### config.mk
export PLATFORM = sky130hd
export DESIGN_NAME = inst_fetch_flat
export DESIGN_NICKNAME = d
export VERILOG_FILES = /design/src/rtl/inst_fetch_pkg.sv /design/src/rtl/inst_fetch_if.sv /design/src/rtl/inst_fetch_fifo.sv /design/src/rtl/inst_fetch.sv /design/src/flat_wrapper.sv
export SDC_FILE = /design/constraint.sdc
export NUM_CORES = 1
export LEC_CHECK = 0
export CORE_ASPECT_RATIO = 0.5
export CORE_MARGIN = 1.5
export CORE_UTILIZATION = 45
export DETAILED_ROUTE_END_ITERATION = 16
export DONT_BUFFER_PORTS = 1
export SKIP_CTS_REPAIR_TIMING = 1
export SYNTH_ARGS = -nofsm -noshare
export SYNTH_HDL_FRONTEND = slang
export SYNTH_HIERARCHICAL = 1
export SYNTH_SLANG_ARGS = --single-unit
### constraint.sdc
create_clock -name clk -period 4.35 [get_ports clk]
set_input_delay 0.6525 -clock clk [delete_from_list [all_inputs] [get_ports clk]]
set_output_delay 0.6525 -clock clk [all_outputs]
set_load 0.03 [all_outputs]
### src/rtl/inst_fetch_pkg.sv
// inst_fetch_pkg: shared constants and types for the instruction fetch slice.
//   XLEN             - architectural word width
//   INST_NOP         - canonical NOP encoding (addi x0,x0,0)
//   DEFAULT_RESET_PC - default first fetch address after reset
//   fetch_entry_t    - one buffered fetch result {pc, inst}
//   word_align()     - clears the byte-offset bits of an address
package inst_fetch_pkg;

    localparam int          XLEN             = 32;
    localparam logic [31:0] INST_NOP         = 32'h0000_0013;
    localparam logic [31:0] DEFAULT_RESET_PC = 32'h0000_0000;

    typedef struct packed {
        logic [XLEN-1:0] pc;
        logic [XLEN-1:0] inst;
    } fetch_entry_t;

    function automatic logic [XLEN-1:0] word_align(input logic [XLEN-1:0] a);
        return a & 32'hFFFF_FFFC;
    endfunction

endpackage

### src/rtl/inst_fetch_if.sv
// inst_fetch_if: redirect, instruction-memory and decode-side handshakes of
// the fetch unit.
//   master - the fetch unit (drives requests and the decode-side word)
//   slave  - its environment (core control, instruction memory, decode)
interface inst_fetch_if;
    import inst_fetch_pkg::*;

    logic            redirect_valid;
    logic [XLEN-1:0] redirect_pc;
    logic            imem_req_valid;
    logic            imem_req_ready;
    logic [XLEN-1:0] imem_req_addr;
    logic            imem_resp_valid;
    logic [XLEN-1:0] imem_resp_data;
    logic            inst_valid;
    logic            inst_ready;
    logic [XLEN-1:0] inst;
    logic [XLEN-1:0] inst_pc;

    modport master (
        input  redirect_valid, redirect_pc, imem_req_ready,
               imem_resp_valid, imem_resp_data, inst_ready,
        output imem_req_valid, imem_req_addr, inst_valid, inst, inst_pc
    );

    modport slave (
        output redirect_valid, redirect_pc, imem_req_ready,
               imem_resp_valid, imem_resp_data, inst_ready,
        input  imem_req_valid, imem_req_addr, inst_valid, inst, inst_pc
    );

endinterface

### src/rtl/inst_fetch_fifo.sv
// fetch_fifo: synchronous FIFO holding fetched {pc, inst} entries.
//   clk, rst - clock, synchronous active-high reset
//   push/din - write an entry (ignored while full)
//   pop      - drop the head entry (ignored while empty)
//   flush    - empty the FIFO; wins over a same-cycle push
//   full, empty, count, head - status and registered head entry
// No write-to-read bypass: a pushed entry is visible the next cycle.
module fetch_fifo #(
    parameter  int DEPTH = 4,
    parameter  int WIDTH = 64,
    localparam int CW    = $clog2(DEPTH + 1)
) (
    input  logic             clk,
    input  logic             rst,
    input  logic             push,
    input  logic [WIDTH-1:0] din,
    input  logic             pop,
    input  logic             flush,
    output logic             full,
    output logic             empty,
    output logic [CW-1:0]    count,
    output logic [WIDTH-1:0] head
);
    localparam int AW = $clog2(DEPTH);

    logic [WIDTH-1:0] mem [DEPTH];
    logic [AW-1:0]    wr_ptr;
    logic [AW-1:0]    rd_ptr;
    logic             do_push;
    logic             do_pop;

    assign full    = (count == CW'(DEPTH));
    assign empty   = (count == '0);
    assign do_push = push && !full;
    assign do_pop  = pop && !empty;
    assign head    = mem[rd_ptr];

    // DEPTH is a power of two, so the pointers wrap on their own.
    always_ff @(posedge clk) begin
        if (rst || flush) begin
            wr_ptr <= '0;
            rd_ptr <= '0;
            count  <= '0;
        end else begin
            if (do_push) begin
                mem[wr_ptr] <= din;
                wr_ptr      <= wr_ptr + 1'b1;
            end
            if (do_pop) begin
                rd_ptr <= rd_ptr + 1'b1;
            end
            count <= count + CW'(do_push) - CW'(do_pop);
        end
    end

endmodule

### src/rtl/inst_fetch.sv
// inst_fetch: instruction fetch unit feeding the decode stage.
//   clk, rst - clock, synchronous active-high reset
//   bus      - inst_fetch_if.master: redirect input, imem request/response,
//              decode-side valid/ready instruction word with its PC
// Issues in-order word fetches from pc, tags returning words with resp_pc
// and buffers them. A redirect flushes the buffer and marks every
// in-flight request stale so its response is dropped on arrival.
module inst_fetch
    import inst_fetch_pkg::*;
#(
    parameter logic [31:0] RESET_PC   = DEFAULT_RESET_PC,
    parameter int          FIFO_DEPTH = 4
) (
    input logic          clk,
    input logic          rst,
    inst_fetch_if.master bus
);
    localparam int            CW  = $clog2(FIFO_DEPTH + 1);
    localparam logic [CW:0]   CAP = FIFO_DEPTH[CW:0];

    logic [XLEN-1:0] pc;
    logic [XLEN-1:0] resp_pc;
    logic [CW-1:0]   outstanding;
    logic [CW-1:0]   discard;
    logic [CW-1:0]   fifo_count;
    logic            fifo_full;
    logic            fifo_empty;
    fetch_entry_t    head;
    logic [CW:0]     reserved;
    logic            req_fire;
    logic            push;
    logic            pop;

    // Every in-flight request owns a buffer slot, so a response can
    // always be accepted without backpressure.
    assign reserved           = {1'b0, outstanding} + {1'b0, fifo_count};
    assign bus.imem_req_valid = !rst && !bus.redirect_valid && (reserved < CAP);
    assign bus.imem_req_addr  = pc;
    assign req_fire           = bus.imem_req_valid && bus.imem_req_ready;

    assign push = bus.imem_resp_valid && (discard == '0) && !bus.redirect_valid;
    assign pop  = bus.inst_valid && bus.inst_ready;

    assign bus.inst_valid = !fifo_empty;
    assign bus.inst       = fifo_empty ? '0 : head.inst;
    assign bus.inst_pc    = fifo_empty ? '0 : head.pc;

    fetch_fifo #(
        .DEPTH (FIFO_DEPTH),
        .WIDTH ($bits(fetch_entry_t))
    ) u_fifo (
        .clk   (clk),
        .rst   (rst),
        .push  (push),
        .din   ({resp_pc, bus.imem_resp_data}),
        .pop   (pop),
        .flush (bus.redirect_valid),
        .full  (fifo_full),
        .empty (fifo_empty),
        .count (fifo_count),
        .head  (head)
    );

    always_ff @(posedge clk) begin
        if (rst) begin
            pc          <= RESET_PC;
            resp_pc     <= RESET_PC;
            outstanding <= '0;
            discard     <= '0;
        end else if (bus.redirect_valid) begin
            // No request fires this cycle; a response arriving now is dropped,
            // everything still in flight becomes stale.
            pc          <= word_align(bus.redirect_pc);
            resp_pc     <= word_align(bus.redirect_pc);
            outstanding <= outstanding - CW'(bus.imem_resp_valid);
            discard     <= outstanding - CW'(bus.imem_resp_valid);
        end else begin
            if (req_fire) begin
                pc <= pc + 32'd4;
            end
            outstanding <= outstanding + CW'(req_fire) - CW'(bus.imem_resp_valid);
            if (bus.imem_resp_valid) begin
                if (discard != '0) begin
                    discard <= discard - 1'b1;
                end else begin
                    resp_pc <= resp_pc + 32'd4;
                end
            end
        end
    end

    // The slot reservation makes a push into a full buffer impossible.
    always_ff @(posedge clk) begin
        if (!rst) begin
            assert (!(push && fifo_full));
        end
    end

endmodule

### src/flat_wrapper.sv
// flat-port wrapper written by rule: the top's interface ports become plain ports
module inst_fetch_flat import inst_fetch_pkg::*;
#(
    parameter logic [31:0] RESET_PC   = DEFAULT_RESET_PC,
    parameter int          FIFO_DEPTH = 4
)
  (clk, rst, bus_redirect_valid, bus_redirect_pc, bus_imem_req_ready, bus_imem_resp_valid, bus_imem_resp_data, bus_inst_ready, bus_imem_req_valid, bus_imem_req_addr, bus_inst_valid, bus_inst, bus_inst_pc);
  inst_fetch_if bus_i ();
  input logic clk;
  input logic rst;
  input wire logic [$bits(bus_i.redirect_valid)-1:0] bus_redirect_valid;
  input wire logic [$bits(bus_i.redirect_pc)-1:0] bus_redirect_pc;
  input wire logic [$bits(bus_i.imem_req_ready)-1:0] bus_imem_req_ready;
  input wire logic [$bits(bus_i.imem_resp_valid)-1:0] bus_imem_resp_valid;
  input wire logic [$bits(bus_i.imem_resp_data)-1:0] bus_imem_resp_data;
  input wire logic [$bits(bus_i.inst_ready)-1:0] bus_inst_ready;
  output wire logic [$bits(bus_i.imem_req_valid)-1:0] bus_imem_req_valid;
  output wire logic [$bits(bus_i.imem_req_addr)-1:0] bus_imem_req_addr;
  output wire logic [$bits(bus_i.inst_valid)-1:0] bus_inst_valid;
  output wire logic [$bits(bus_i.inst)-1:0] bus_inst;
  output wire logic [$bits(bus_i.inst_pc)-1:0] bus_inst_pc;
  assign bus_i.redirect_valid = bus_redirect_valid;
  assign bus_i.redirect_pc = bus_redirect_pc;
  assign bus_i.imem_req_ready = bus_imem_req_ready;
  assign bus_i.imem_resp_valid = bus_imem_resp_valid;
  assign bus_i.imem_resp_data = bus_imem_resp_data;
  assign bus_i.inst_ready = bus_inst_ready;
  assign bus_imem_req_valid = bus_i.imem_req_valid;
  assign bus_imem_req_addr = bus_i.imem_req_addr;
  assign bus_inst_valid = bus_i.inst_valid;
  assign bus_inst = bus_i.inst;
  assign bus_inst_pc = bus_i.inst_pc;
  inst_fetch #(.RESET_PC(RESET_PC), .FIFO_DEPTH(FIFO_DEPTH)) u_core (.clk(clk), .rst(rst), .bus(bus_i));
endmodule
Yosys cells after proc, flatten, opt, wreduce, memory -nomap -nowiden
Memories as Yosys holds them, arrays and structs flattened. A register that Yosys moved wholly into a read port is not among the register bits.
Index checks and enable logic that the tools add are counted.

cells by class
  order comparisons = 1
  div/mod/pow operators = 0
  $add $sub $neg = 11
  multiply operators = 0
  shift operators = 0
  multiplexer cells = 16
  equal/unequal tests = 2
  bitwise gates (word level) = 1
  reduce and logical (&&, ||, !) cells = 23

operator list
  kind                                                                          count
  32-bit two-way mux                                                            7
  32-bit by 3-bit adder with 32-bit output, second input constant               2
  3-bit two-way mux                                                             4
  3-bit by 1-bit subtractor with 3-bit output                                   3
  1-bit logical AND                                                             8
  3-bit by 1-bit adder with 3-bit output                                        2
  3-bit zero test                                                               2
  2-bit AND reduction                                                           3
  2-bit nonzero test                                                            3
  2-bit by 1-bit adder with 2-bit output, second input constant                 2
  3-bit by 3-bit adder with 4-bit output                                        1
  1-bit zero test                                                               4
  4-bit by 3-bit less-than comparator with 1-bit output, second input constant  1
  2-bit two-way mux                                                             2
  3-bit == test, second input constant                                          1
  1-bit two-way mux                                                             3
  3-bit nonzero test                                                            1
  3-bit by 1-bit subtractor with 3-bit output, second input constant            1
  2-bit inequality test, second input constant                                  1
  2-bit OR reduction                                                            1
  1-bit logical OR                                                              1
  1-bit NOT                                                                     1

storage, ports and cells
  ROM bits = 0
  output and inout port bits = 98
  bits of input ports = 70
  register bits after elaboration = 77
  memories kept = 1
  memory bits (writable) = 256
  logic and storage cells = 64
  bits in latches = 0

memory list
  name               words  width  rd ports  clocked after Yosys merged registers in  write ports  line                   text
  u_core.u_fifo.mem  4      64     1         1                                        1            inst_fetch_fifo.sv:26  logic [WIDTH-1:0] mem [DEPTH];

Depth between registers and ports, before layout
  depth after elaboration = 7
  depth in mapped cells = 14
  mapped depth without buffers = 14

Modules after synthesis
Netlist, hierarchy kept.

by module, submodules not included
  module      cells an instance  sequential area each (um2)  instances  area an instance (um2)
  fetch_fifo  384                7867.5                      1          9791.9
  inst_fetch  532                1321.3                      1          4175.3

Worst setup path after synthesis
No wires, ideal clock.

  kind = input-to-reg
  from = in bus_redirect_valid
  to = mem u_core.u_fifo.mem[0][0], enable pin
  slack = 0.753 ns
  library setup time = 0.429 ns
  arrival = 3.168 ns
  path buffers = 3
  cell stages on the path = 7
  cell sequence = buf_6 -> clkbuf_1 -> buf_1 -> nor2_1 -> inv_1 -> nor2_1 -> and3_1

between the ends
  word-level cells in the longest chain between the ends = 6
  elaborated cells on any way between the ends = 7
  those cells by class = mux: 3; reduce/logical: 4

ends and longest elaborated chain
  what                                     line                   text
  start, declared                          flat_wrapper.sv:11     input wire logic [$bits(bus_i.redirect_valid)-1:0] bus_redirect_valid;
  1-bit zero test                          inst_fetch.sv:41       assign push = bus.imem_resp_valid && (discard == '0) && !bus.redirect_valid;
  1-bit logical AND                        inst_fetch.sv:41
  via u_core.push                          inst_fetch.sv:31       logic push;
  1-bit logical AND                        inst_fetch_fifo.sv:34  assign do_push = push && !full;
  1-bit two-way mux                        inst_fetch_fifo.sv:45  if (do_push) begin
  1-bit two-way mux                        inst_fetch_fifo.sv:40  if (rst || flush) begin
  1-bit two-way mux (not written as such)  inst_fetch_fifo.sv:46  mem[wr_ptr] <= din;
  end, declared                            inst_fetch_fifo.sv:26

The timed path passes the listed nets, and every way through them passes these cells.

Worst setup path in the final report
  from = reg u_core.u_fifo.count[2]
  to = reg u_core.outstanding[2]

between the ends
  word-level cells in the longest chain between the ends = 7

ends and longest elaborated chain
  what                                                   line                   text
  start, declared                                        inst_fetch_fifo.sv:21  output logic [CW-1:0] count,
  start signal, assigned                                 inst_fetch_fifo.sv:52  count <= count + CW'(do_push) - CW'(do_pop);
  3-bit by 3-bit adder with 4-bit output                 inst_fetch.sv:36       assign reserved = {1'b0, outstanding} + {1'b0, fifo_count};
  4-bit by 3-bit less-than comparator with 1-bit output  inst_fetch.sv:37       assign bus.imem_req_valid = !rst && !bus.redirect_valid && (reserved < CAP);
  1-bit logical AND                                      inst_fetch.sv:37
  1-bit logical AND                                      inst_fetch.sv:39       assign req_fire = bus.imem_req_valid && bus.imem_req_ready;
  3-bit by 1-bit adder with 3-bit output                 inst_fetch.sv:81       outstanding <= outstanding + CW'(req_fire) - CW'(bus.imem_resp_valid);
  3-bit by 1-bit subtractor with 3-bit output            inst_fetch.sv:81
  3-bit two-way mux                                      inst_fetch.sv:70       end else if (bus.redirect_valid) begin
  end signal, assigned                                   inst_fetch.sv:75       outstanding <= outstanding - CW'(bus.imem_resp_valid);
  end signal, assigned                                   inst_fetch.sv:81
  end, declared                                          inst_fetch.sv:23       logic [CW-1:0] outstanding;

Every way passes these cells.
A chain may end at the register's enable or synchronous reset.

==> flow_metrics.py <==
metrics = {
    "power": {
        "power_density_mw_per_mm2": 428.1,
        "worst_ir_drop_vdd_mv": 0.3358,
        "cellLeakagePower_nw": 4.834,
    },
    "setup_path": {
        "crit_path_top_delay_cell": "or3b_2",
        "r2r_start": "u_core/u_fifo/count[2]$_SDFF_PP0_",
        "critical-path-top-cell-by-count": "ha_1",
        "reg_to_reg_end": "u_core/outstanding[2]$_SDFF_PP0_",
        "cp_slowest_stage_delay_ps": 500,
        "timing.critical_path.to_type": "register",
        "worst-r2r-cell-count": 13,
        "critical_path.max_fanout": 19,
        "start_kind": "register",
        "worstPathRequired_ps": 4800,
        "worst-r2r-setup-slack_ps": 990,
        "crit_chain": "ha_1, or3b_2, nor3_2, buf_4, inv_2, ha_1, inv_1, ha_1, fa_1, xor2_1, o21ai_0, xnor2_1, nor2_1",
        "timing.critical_path.arrival_ps": 3810,
        "crit_type": "reg -> reg",
    },
    "yosys": {
        "post_synth_inst_count": 916,
        "synth.cell_area_mm2": 0.01397,
        "count_of_state_elements_after_synthesis": 331,
        "yosys.cell_types.count": 66,
        "ys_seq_area_frac": 0.6579,
        "synth-warning-count": 6,
        "post_synth.cell_area_avg_um2": 15.25,
        "ys_dominant_reg_cell": "edfxtp_1",
        "synth-edff-count": 256,
        "post-synth-top-area-cell": "edfxtp_1",
        "post_synth_main_area_contributors": "edfxtp_1, dfxtp_1, mux4_2",
        "area_fraction_of_the_dominant_cell_type_after_synthesis": 0.5504,
        "async_flop_share": 0,
    },
    "global_route": {
        "grt-ovfl-total": 0,
        "gr-usage-all-layers": 0.1852,
        "first_global_vias": 7878,
        "antenna_found_initial": 0,
        "grt_first_pass_wirelength_mm": 46.13,
        "grt_start_max_net_pins": 66,
    },
    "sta": {
        "max_freq_mhz": 297.9,
        "min_period_over_period": 0.7716,
        "fin_crit_ps": 3356,
        "setup_violations": 0,
        "finalSetupTns_ps": 0,
        "max_slew.worst_pin.slew_ps": 1043,
        "hold_vio_cnt_final": 0,
        "max-slew-margin-rel": 0.3046,
        "final.setup_skew_ps": 12.17,
        "drv_slew": 0,
        "setup_repair_after_global_routing_missed_its_margin": "false",
    },
    "cts": {
        "clock_sink_count": 331,
        "clock_path_buffers": 3,
        "cts.htree.levels": 1,
        "worstSkewPairLatency_ps": 560,
        "clkTransAtPathRegs_ps": 70,
        "cts_made_buffers": 30,
        "cts_tree": "done",
        "clk_root_buffer_cell": "clkbuf_16",
    },
    "die": {
        "height_of_the_chip_um": 127.6,
        "die_area_mm2": 0.03217,
        "initial_core_util": 0.4594,
        "ios": 168,
        "design.core.area_mm2": 0.03040,
        "num_rows": 45,
        "die-width_um": 252.2,
    },
    "hold_path": {
        "worstHoldEndpoint": "u_core/outstanding[2]$_SDFF_PP0_",
        "hold_path_cell_cnt": 1,
        "hold_path_startpoint": "rst",
        "min_path_type": "in -> reg",
    },
    "layout": {
        "areaGrowthSynthToFinish_pct": 10.23,
        "fin_nets": 1013,
        "layout_common_cells": "edfxtp_1, dfxtp_1, nor2b_1",
        "post-route-util": 0.5064,
        "mostFrequentLayoutCell": "edfxtp_1",
        "fillCellCount": 2548,
        "final_layout_size_suffix_gt1_frac": 0.1486,
        "antenna_cells": 0,
    },
    "routing": {
        "first_iter_violations": 496,
        "ant_nets": 0,
        "routed_wl_mm": 29.26,
        "wire_per_inst_um": 21.70,
        "drcViolationCount": 0,
        "post_drt_via_cell_ratio": 5.729,
        "dr_total_vias": 7723,
        "first_pass_iters": 5,
    },
    "placed_design": {
        "dp_hpwl_mm": 18.31,
        "portBuffers": 0,
        "routabilityCongestion": 0.7974,
    },
    "job": {
        "max-cap-violations": 0,
    },
    "outcome": {
        "outcome": "finished, final reports clean",
    },
}
-- registers in the layout, indices dropped and copies added (netlist names), named ones only --
signal	cells
u_core/u_fifo/count	3
u_core/outstanding	3
u_core/bus.imem_req_addr	30
u_core/discard	3
u_core/resp_pc	30
u_core/u_fifo/mem	256
u_core/u_fifo/rd_ptr	2
u_core/u_fifo/wr_ptr	2
-- worst max path at each step --
stage	startpoint	to	cells past startpoint
2_1_floorplan	bus_redirect_valid	u_core/u_fifo/mem[0][0]$_DFFE_PP_	7
3_3_place_gp	u_core/u_fifo/count[2]$_SDFF_PP0_	u_core/outstanding[2]$_SDFF_PP0_	13
3_5_place_dp	u_core/u_fifo/count[2]$_SDFF_PP0_	u_core/outstanding[2]$_SDFF_PP0_	13
4_1_cts	register	bus_inst_pc[31]	3
5_1_grt	u_core/u_fifo/count[2]$_SDFF_PP0_	u_core/outstanding[2]$_SDFF_PP0_	13
6_report	u_core/u_fifo/count[2]$_SDFF_PP0_	u_core/outstanding[2]$_SDFF_PP0_	13
-- critical path, delay by kind of cell (launching register included) --
| family | cells | cell delay (ps) |
|---|---|---|
| simple gates | 3 | 670 |
| compound gates | 1 | 190 |
| flops | 1 | 460 |
| xor+xnor | 2 | 300 |
| fa+ha+maj | 4 | 1170 |
| buf+inv | 3 | 460 |
-- per-stage QoR --
step	setup WS (ps)	cells	area, um2	power (mW)	hold WS [ps]
2_1_floorplan	753.1	925	14000	3.850	462.1
5_1_grt	838.0	1348	15400	6.820	137.4
3_3_place_gp	1031	1292	14380	3.905	477.4
6_report	993.6	1348	15400	6.591	163.0
3_5_place_dp	1032	1292	14380	3.918	486.7
4_1_cts	981.8	1348	15400	6.661	137.7
-- final cells by class --
class,instances,area [um2],share of cell area
repair buffers,13,147.6,0.009590
multi-input cells,525,4446,0.2887
inverters,24,90.09,0.005851
flip-flops and latches,331,9194,0.5972
well taps,399,499.2,0.03243
clock buffers,37,798.3,0.05185
clock inverters,19,221.5,0.01438
-- cells in the mapped netlist (all sizes together) (9+ instances only) --
cell    number
xnor2       19
dfxtp       75
clkbuf      24
buf         21
ha          16
or3         11
nor2b       66
a21oi       30
inv         23
a211oi      10
nand4       28
o21ai       18
edfxtp     256
mux4        64
a21boi       9
nor2        40
and3        14
a31oi       16
nor3        18
nand3       17
nand2       46
xor2        19
-- cells by family (layout without fill, tap and decap cells) --
family	count (synthesis)	in the layout	synth area share
AOI/OAI and AO/OA	116	116	0.05420
xor gates and xnor gates	38	38	0.02383
adders and majority gates	18	18	0.01720
buffers and inverters	69	93	0.02795
DFF	331	331	0.6579
muxes	72	72	0.1102
other	1	10	0.0002685
and+or+nand+nor	271	271	0.1085
-- power by group --
group	total (mW)	internal (mW)	switching (mW)
combinational	0.263	0.0985	0.165
sequential	3.58	3.46	0.119
clock	2.74	1.56	1.19
-- layer usage --
metal	part of all wire	routed length, um	GRT usage	vias up
met3	0.060	1754	0.04401	32
met5	0	0	0	-
met4	0.015	430	0.03346	0
li1	-	-	-	3562
met2	0.47	13740	0.2974	220
met1	0.46	13330	0.2614	3909
Note: power is estimated with default switching activity, not from simulation.
